`src/rtl/wb_bridge_pkg.sv`:
```
// Shared types and width helpers for the Wishbone-to-memory bridge family.
package wb_bridge_pkg;

    typedef enum logic [2:0] {
        StIdle,
        StWrite,
        StReadWait,
        StResp,
        StErr
    } state_e;

    // Number of byte-offset bits inside one data word.
    function automatic int unsigned off_width(int unsigned data_w);
        return $clog2(data_w / 8);
    endfunction

    // Number of bits needed to index DEPTH_WORDS memory words.
    function automatic int unsigned madr_width(int unsigned depth_words);
        return $clog2(depth_words);
    endfunction

    // Latency counter width; must hold the value READ_LAT itself.
    function automatic int unsigned cnt_width(int unsigned read_lat);
        return $clog2(read_lat + 1);
    endfunction

endpackage

```
`src/rtl/wb_addr_decode.sv`:
```
// Combinational address decode: window hit, word alignment and word index.
module wb_addr_decode
    import wb_bridge_pkg::*;
#(
    parameter int unsigned          ADDR_W      = 32,
    parameter logic [ADDR_W-1:0]    BASE_ADDR   = '0,
    parameter int unsigned          DEPTH_WORDS = 256,
    parameter int unsigned          SEL_W       = 4,
    localparam int unsigned         MADR_W      = madr_width(DEPTH_WORDS)
) (
    input  logic [ADDR_W-1:0] adr_i,
    output logic              addr_ok_o,
    output logic              align_ok_o,
    output logic [MADR_W-1:0] word_idx_o
);

    localparam int unsigned     OFF_W      = off_width(SEL_W * 8);
    // One extra bit so a window ending exactly at 2^ADDR_W does not wrap.
    localparam logic [ADDR_W:0] SIZE_BYTES = (ADDR_W + 1)'(DEPTH_WORDS * SEL_W);

    logic [ADDR_W-1:0] offset;

    // Range test on the offset from BASE_ADDR, plus alignment and word index.
    always_comb begin
        offset     = adr_i - BASE_ADDR;
        addr_ok_o  = (adr_i >= BASE_ADDR) && ({1'b0, offset} < SIZE_BYTES);
        align_ok_o = (adr_i[OFF_W-1:0] == '0);
        word_idx_o = MADR_W'(offset >> OFF_W);
    end

endmodule

```
`src/rtl/wb_slave_mem_bridge.sv`:
```
// Classic-cycle Wishbone slave bridging to a fixed-latency synchronous memory.
module wb_slave_mem_bridge
    import wb_bridge_pkg::*;
#(
    parameter int unsigned          DATA_W      = 32,
    parameter int unsigned          ADDR_W      = 32,
    parameter logic [ADDR_W-1:0]    BASE_ADDR   = '0,
    parameter int unsigned          DEPTH_WORDS = 256,
    parameter int unsigned          READ_LAT    = 1,
    localparam int unsigned         SEL_W       = DATA_W / 8,
    localparam int unsigned         MADR_W      = madr_width(DEPTH_WORDS)
) (
    input  logic              clk,
    input  logic              reset,
    input  logic              cyc_i,
    input  logic              stb_i,
    input  logic              we_i,
    input  logic [SEL_W-1:0]  sel_i,
    input  logic [ADDR_W-1:0] adr_i,
    input  logic [DATA_W-1:0] dat_i,
    output logic [DATA_W-1:0] dat_o,
    output logic              ack_o,
    output logic              err_o,
    output logic [MADR_W-1:0] mem_adr,
    output logic [DATA_W-1:0] mem_wdat,
    output logic [SEL_W-1:0]  mem_be,
    output logic              mem_wr_en,
    output logic              mem_rd_en,
    input  logic [DATA_W-1:0] mem_rdat
);

    localparam int unsigned      CNT_W    = cnt_width(READ_LAT);
    localparam logic [CNT_W-1:0] LAT_LAST = CNT_W'(READ_LAT);

    state_e            state_q, state_d;
    logic [CNT_W-1:0]  cnt_q, cnt_d;
    logic [MADR_W-1:0] madr_q;
    logic [DATA_W-1:0] wdat_q;
    logic [SEL_W-1:0]  be_q;
    logic [DATA_W-1:0] dat_q;

    logic              addr_ok;
    logic              align_ok;
    logic [MADR_W-1:0] word_idx;
    logic              accept;
    logic              capture;

    wb_addr_decode #(
        .ADDR_W      (ADDR_W),
        .BASE_ADDR   (BASE_ADDR),
        .DEPTH_WORDS (DEPTH_WORDS),
        .SEL_W       (SEL_W)
    ) u_addr_decode (
        .adr_i      (adr_i),
        .addr_ok_o  (addr_ok),
        .align_ok_o (align_ok),
        .word_idx_o (word_idx)
    );

    // Next-state, memory strobes and terminations; ack/err are gated by cyc_i for abort.
    always_comb begin
        state_d   = state_q;
        cnt_d     = cnt_q;
        accept    = 1'b0;
        capture   = 1'b0;
        mem_wr_en = 1'b0;
        mem_rd_en = 1'b0;
        ack_o     = 1'b0;
        err_o     = 1'b0;
        unique case (state_q)
            StIdle: begin
                if (cyc_i && stb_i) begin
                    accept = 1'b1;
                    cnt_d  = '0;
                    if (!(addr_ok && align_ok)) begin
                        state_d = StErr;
                    end else if (we_i) begin
                        state_d = StWrite;
                    end else begin
                        state_d = StReadWait;
                    end
                end
            end
            StWrite: begin
                // All-zero byte selects are a no-op write that still acks.
                mem_wr_en = |be_q;
                state_d   = cyc_i ? StResp : StIdle;
            end
            StReadWait: begin
                mem_rd_en = (cnt_q == '0);
                if (!cyc_i) begin
                    state_d = StIdle;
                end else if (cnt_q == LAT_LAST) begin
                    capture = 1'b1;
                    state_d = StResp;
                end else begin
                    cnt_d = cnt_q + 1'b1;
                end
            end
            StResp: begin
                ack_o   = cyc_i;
                state_d = StIdle;
            end
            StErr: begin
                err_o   = cyc_i;
                state_d = StIdle;
            end
            default: state_d = StIdle;
        endcase
    end

    // State, latched request fields and read-data register.
    always_ff @(posedge clk) begin
        if (reset) begin
            state_q <= StIdle;
            cnt_q   <= '0;
            madr_q  <= '0;
            wdat_q  <= '0;
            be_q    <= '0;
            dat_q   <= '0;
        end else begin
            state_q <= state_d;
            cnt_q   <= cnt_d;
            if (accept) begin
                madr_q <= word_idx;
                wdat_q <= dat_i;
                be_q   <= sel_i;
            end
            if (capture) begin
                dat_q <= mem_rdat;
            end
        end
    end

    assign dat_o    = dat_q;
    assign mem_adr  = madr_q;
    assign mem_wdat = wdat_q;
    assign mem_be   = be_q;

endmodule

```
`config.mk`:
```
export PLATFORM = sky130hd
export DESIGN_NAME = wb_slave_mem_bridge
export DESIGN_NICKNAME = d
export VERILOG_FILES = /design/src/rtl/wb_bridge_pkg.sv /design/src/rtl/wb_addr_decode.sv /design/src/rtl/wb_slave_mem_bridge.sv
export SDC_FILE = /design/constraint.sdc
export NUM_CORES = 1
export LEC_CHECK = 0
export BUFFER_PORTS_ARGS = -buffer_cell sky130_fd_sc_hd__buf_2
export CORE_AREA = 2 2 92 94
export DETAILED_ROUTE_END_ITERATION = 7
export DIE_AREA = 0 0 94 96
export GPL_TIMING_DRIVEN = 0
export HOLD_SLACK_MARGIN = 0.12
export PLACE_DENSITY = 0.73
export SYNTH_ARGS = -nofsm -noshare
export SYNTH_HDL_FRONTEND = slang
export SYNTH_SLANG_ARGS = --single-unit
```
`constraint.sdc`:
```
create_clock -name clk -period 1.39 [get_ports clk]
set_input_delay 0.278 -clock clk [delete_from_list [all_inputs] [get_ports clk]]
set_output_delay 0.278 -clock clk [all_outputs]
set_load 0.005 [all_outputs]
```
==> results.toml <==
[run_status]
outcome = "complete, but fails checks"
violations = "setup timing"

[synth]
postSynthRegisterBits = 80
synth-warning-count = 0
synthCells = 368
synth_area_um2 = 2949
sequential_fraction_of_the_synthesis_area = 0.5431
yosysUniqueCellTypes = 25
synth.avg_cell_area_um2 = 8.014
synth_nets = 473

[route]
drt-met1-wl_um = 3788
route.detailed.wl_per_inst_um = 13.87
drt_drc_violations_left = 0
met3RoutedLength_um = 719
routed-via-count = 3327
dr.pass1.iters = 4
drt_first_iter_violations = 84
route.top_layer_used = "met4"
drt.antenna.violating_nets = 0
drt-vias-per-instance = 4.801
dr_wl_met2_um = 5002
routed_wl_um = 9609

[sta]
setup_violations = 43
layout_setup_ws_ns = -0.08899
slew_violations = 0
worst-slew-pin-transition_ns = 0.7174
final_min_period_over_clock_period = 1.064
setup_repair_after_global_routing_missed_its_margin = "yes"
clock-skew-final_ns = 0.009462
final-hold-violation-count = 0
holdWs_ns = 0.1651
fin_crit_ns = 1.479
achievable-frequency_ghz = 0.6761
worst_slew_margin_rel = 0.5218

[pwr]
total_leakage_power_nw = 2.287
fin_total_pwr_mw = 5.482
power-per-cell-area_nw_per_um2 = 1097
max-vdd-ir-drop_mv = 0.5971

[clock_tree]
clkTransAtPathRegs_ns = 0.09
clock_tree.htree_level_count = 3
clock_tree.root_cell = "clkbuf_8"
clkSinkCount = 80
insertion_delay_ns = 0.34
ctsHoldBuffers = 0
cts_tree = "yes"
cts_max_path_buffers = 2
cts-buffers-inserted = 9

[worst_setup_path]
rr_worst_depth = 5
worst_ep_arrival_time_ns = 1.20
r2r_slack_ns = -0.08
critical_path_required_ns = 1.11
rr_endpoint = "mem_wdat[25]"
timing.critical_path.fanout_max = 2
timing.critical_path.from_type = "register"
timing.setup.critical_path_class = "register to output port"
timing.critical_path.to_type = "output port"
crit-reg2reg-launch = "state_q[2]"

[floorplanning]
top_level_ports = 185
fp.dieH_um = 96
placementRows = 33
core_area_um2 = 8051
initial_core_util = 0.3663
fp.dieArea_um2 = 9024
fp.dieW_um = 94

[flow_run]
max_cap_viol_count = 0

[min_path]
hold_path_startpoint = "mem_rdat[17]"
worstHoldPathCells = 3
hold_path_class = "input port to register"
worst_hold_path.endpoint = "dat_o[17]"

[grt]
track_usage = 0.1780
number_of_antenna_violations_at_the_first_check_in_global_routing = 0
grt_pass1_wl_um = 12720
grt_max_degree = 14
grt_overflow = 0
first_global_vias = 2866

[place]
dp_hpwl_um = 6197
place.port_buffers = 183
dpl.cell_count = 656
dpl_cell_area_um2 = 3996
place.gp.congestion = 0.7229

[finish]
final-instance-count-excl-fill = 693
drive_gt1_frac = 0.5748
finish.instance_area_um2 = 4999
number_of_antenna_diodes = 0
final_net_count = 688
utilization = 0.6208
area_growth_syn_to_layout_pct = 69.50
==> Yosys cell counts <==
cell,number,area share
nand2_1,156,0.20
dfxtp_1,80,0.54
a21oi_1,77,0.13
clkbuf_1,9,0.011
buf_2,7,0.012
buf_6,7,0.027
nor4_1,7,0.015
nor3_1,3,0.0051
nor4b_1,3,0.0089
buf_4,2,0.0051
nor2_1,2,0.0025
nor3b_1,2,0.0051
a2111oi_2,1,0.0051
and2_1,1,0.0021
and3_1,1,0.0021
and4b_1,1,0.0034
and4bb_1,1,0.0042
inv_1,1,0.0013
nand2b_1,1,0.0021
nand3_1,1,0.0017
nand4_1,1,0.0021
nor2b_1,1,0.0021
nor3_2,1,0.0034
o21a_1,1,0.0025
o221a_1,1,0.0038
==> layout make-up <==
cell class	instances	area [µm²]
Buffer	24	201.4
Clock buffer	11	141.4
Clock inverter	5	80.08
Fill cell	713	3053
Inverter	1	3.754
Multi-Input combinational cell	264	1683
Sequential cell	80	1620
Tap cell	105	131.4
Timing Repair Buffer	203	1137
==> how the worst max path moves through the flow <==
stage,from,endpoint,depth (start not counted),slack [ns]
after detailed placement,reset,dat_o[13],4,-0.33
final,mem_be[2],mem_wr_en,3,-0.09
after CTS,mem_be[2],mem_wr_en,3,-0.12
after global routing,state_q[2],mem_wdat[25],5,-0.17
after global placement,reset,dat_o[10],4,-0.33
after floorplan,state_q[2],mem_adr[7],5,0.10
==> logic make-up after synthesis <==
family,share of synthesized area
DFF,0.5431
AOI/OAI and AO/OA,0.1421
and+or+nand+nor,0.2584
buffers and inverters,0.05642
==> state kept, by name, indices dropped and copies added (netlist names) <==
register and count:
mem_wdat 32, mem_adr 8, dat_o 32, state_q 3, mem_be 4, cnt_q 1
==> power by group <==
| part | internal (mW) | leakage (nW) | switching [mW] |
|---|---|---|---|
| Clock | 1.06 | 0.106 | 0.836 |
| Sequential | 2.40 | 0.653 | 0.103 |
| Combinational | 0.557 | 1.53 | 0.525 |
==> critical path: stages, from the launching register on <==
cell and delay [ns]:
dfxtp_2 0.35, nor4_4 0.29, nor4b_2 0.09, buf_2 0.14
==> placed cells by master (no fill, tap or decap), types with 4 or more instances in the layout <==
| cell type | instances |
|---|---|
| buf_2 | 184 |
| nand2_1 | 108 |
| dfxtp_1 | 73 |
| a21oi_1 | 42 |
| a21oi_2 | 35 |
| nand2_4 | 29 |
| nand2_2 | 19 |
| buf_6 | 14 |
| buf_4 | 14 |
| clkbuf_8 | 10 |
| clkbuf_1 | 9 |
| nor4_1 | 6 |
| dfxtp_4 | 4 |
==> metrics by stage <==
step | TNS, ns | setup WS [ns]
after floorplan | 0 | 0.1031
after global placement | -15.52 | -0.3261
after detailed placement | -17.07 | -0.3306
after CTS | -2.654 | -0.1245
after global routing | -6.155 | -0.1687
final | -1.571 | -0.08899
==> layer usage <==
| metal | vias to the layer above | track usage |
|---|---|---|
| li1 | 1657 | - |
| met1 | 1538 | 0.2048 |
| met2 | 121 | 0.3024 |
| met3 | 11 | 0.06186 |
| met4 | 0 | 0.07488 |
| met5 | - | 0 |
==> repair_timing <==
action | CTS | global route
setup buffers | 5 | 7
pin swaps | 3 | 64
endpoints found under the setup margin | 81 | 78
cloned | 0 | 10
resized for setup | 15 | 156
(Power assumes the default switching activity.)
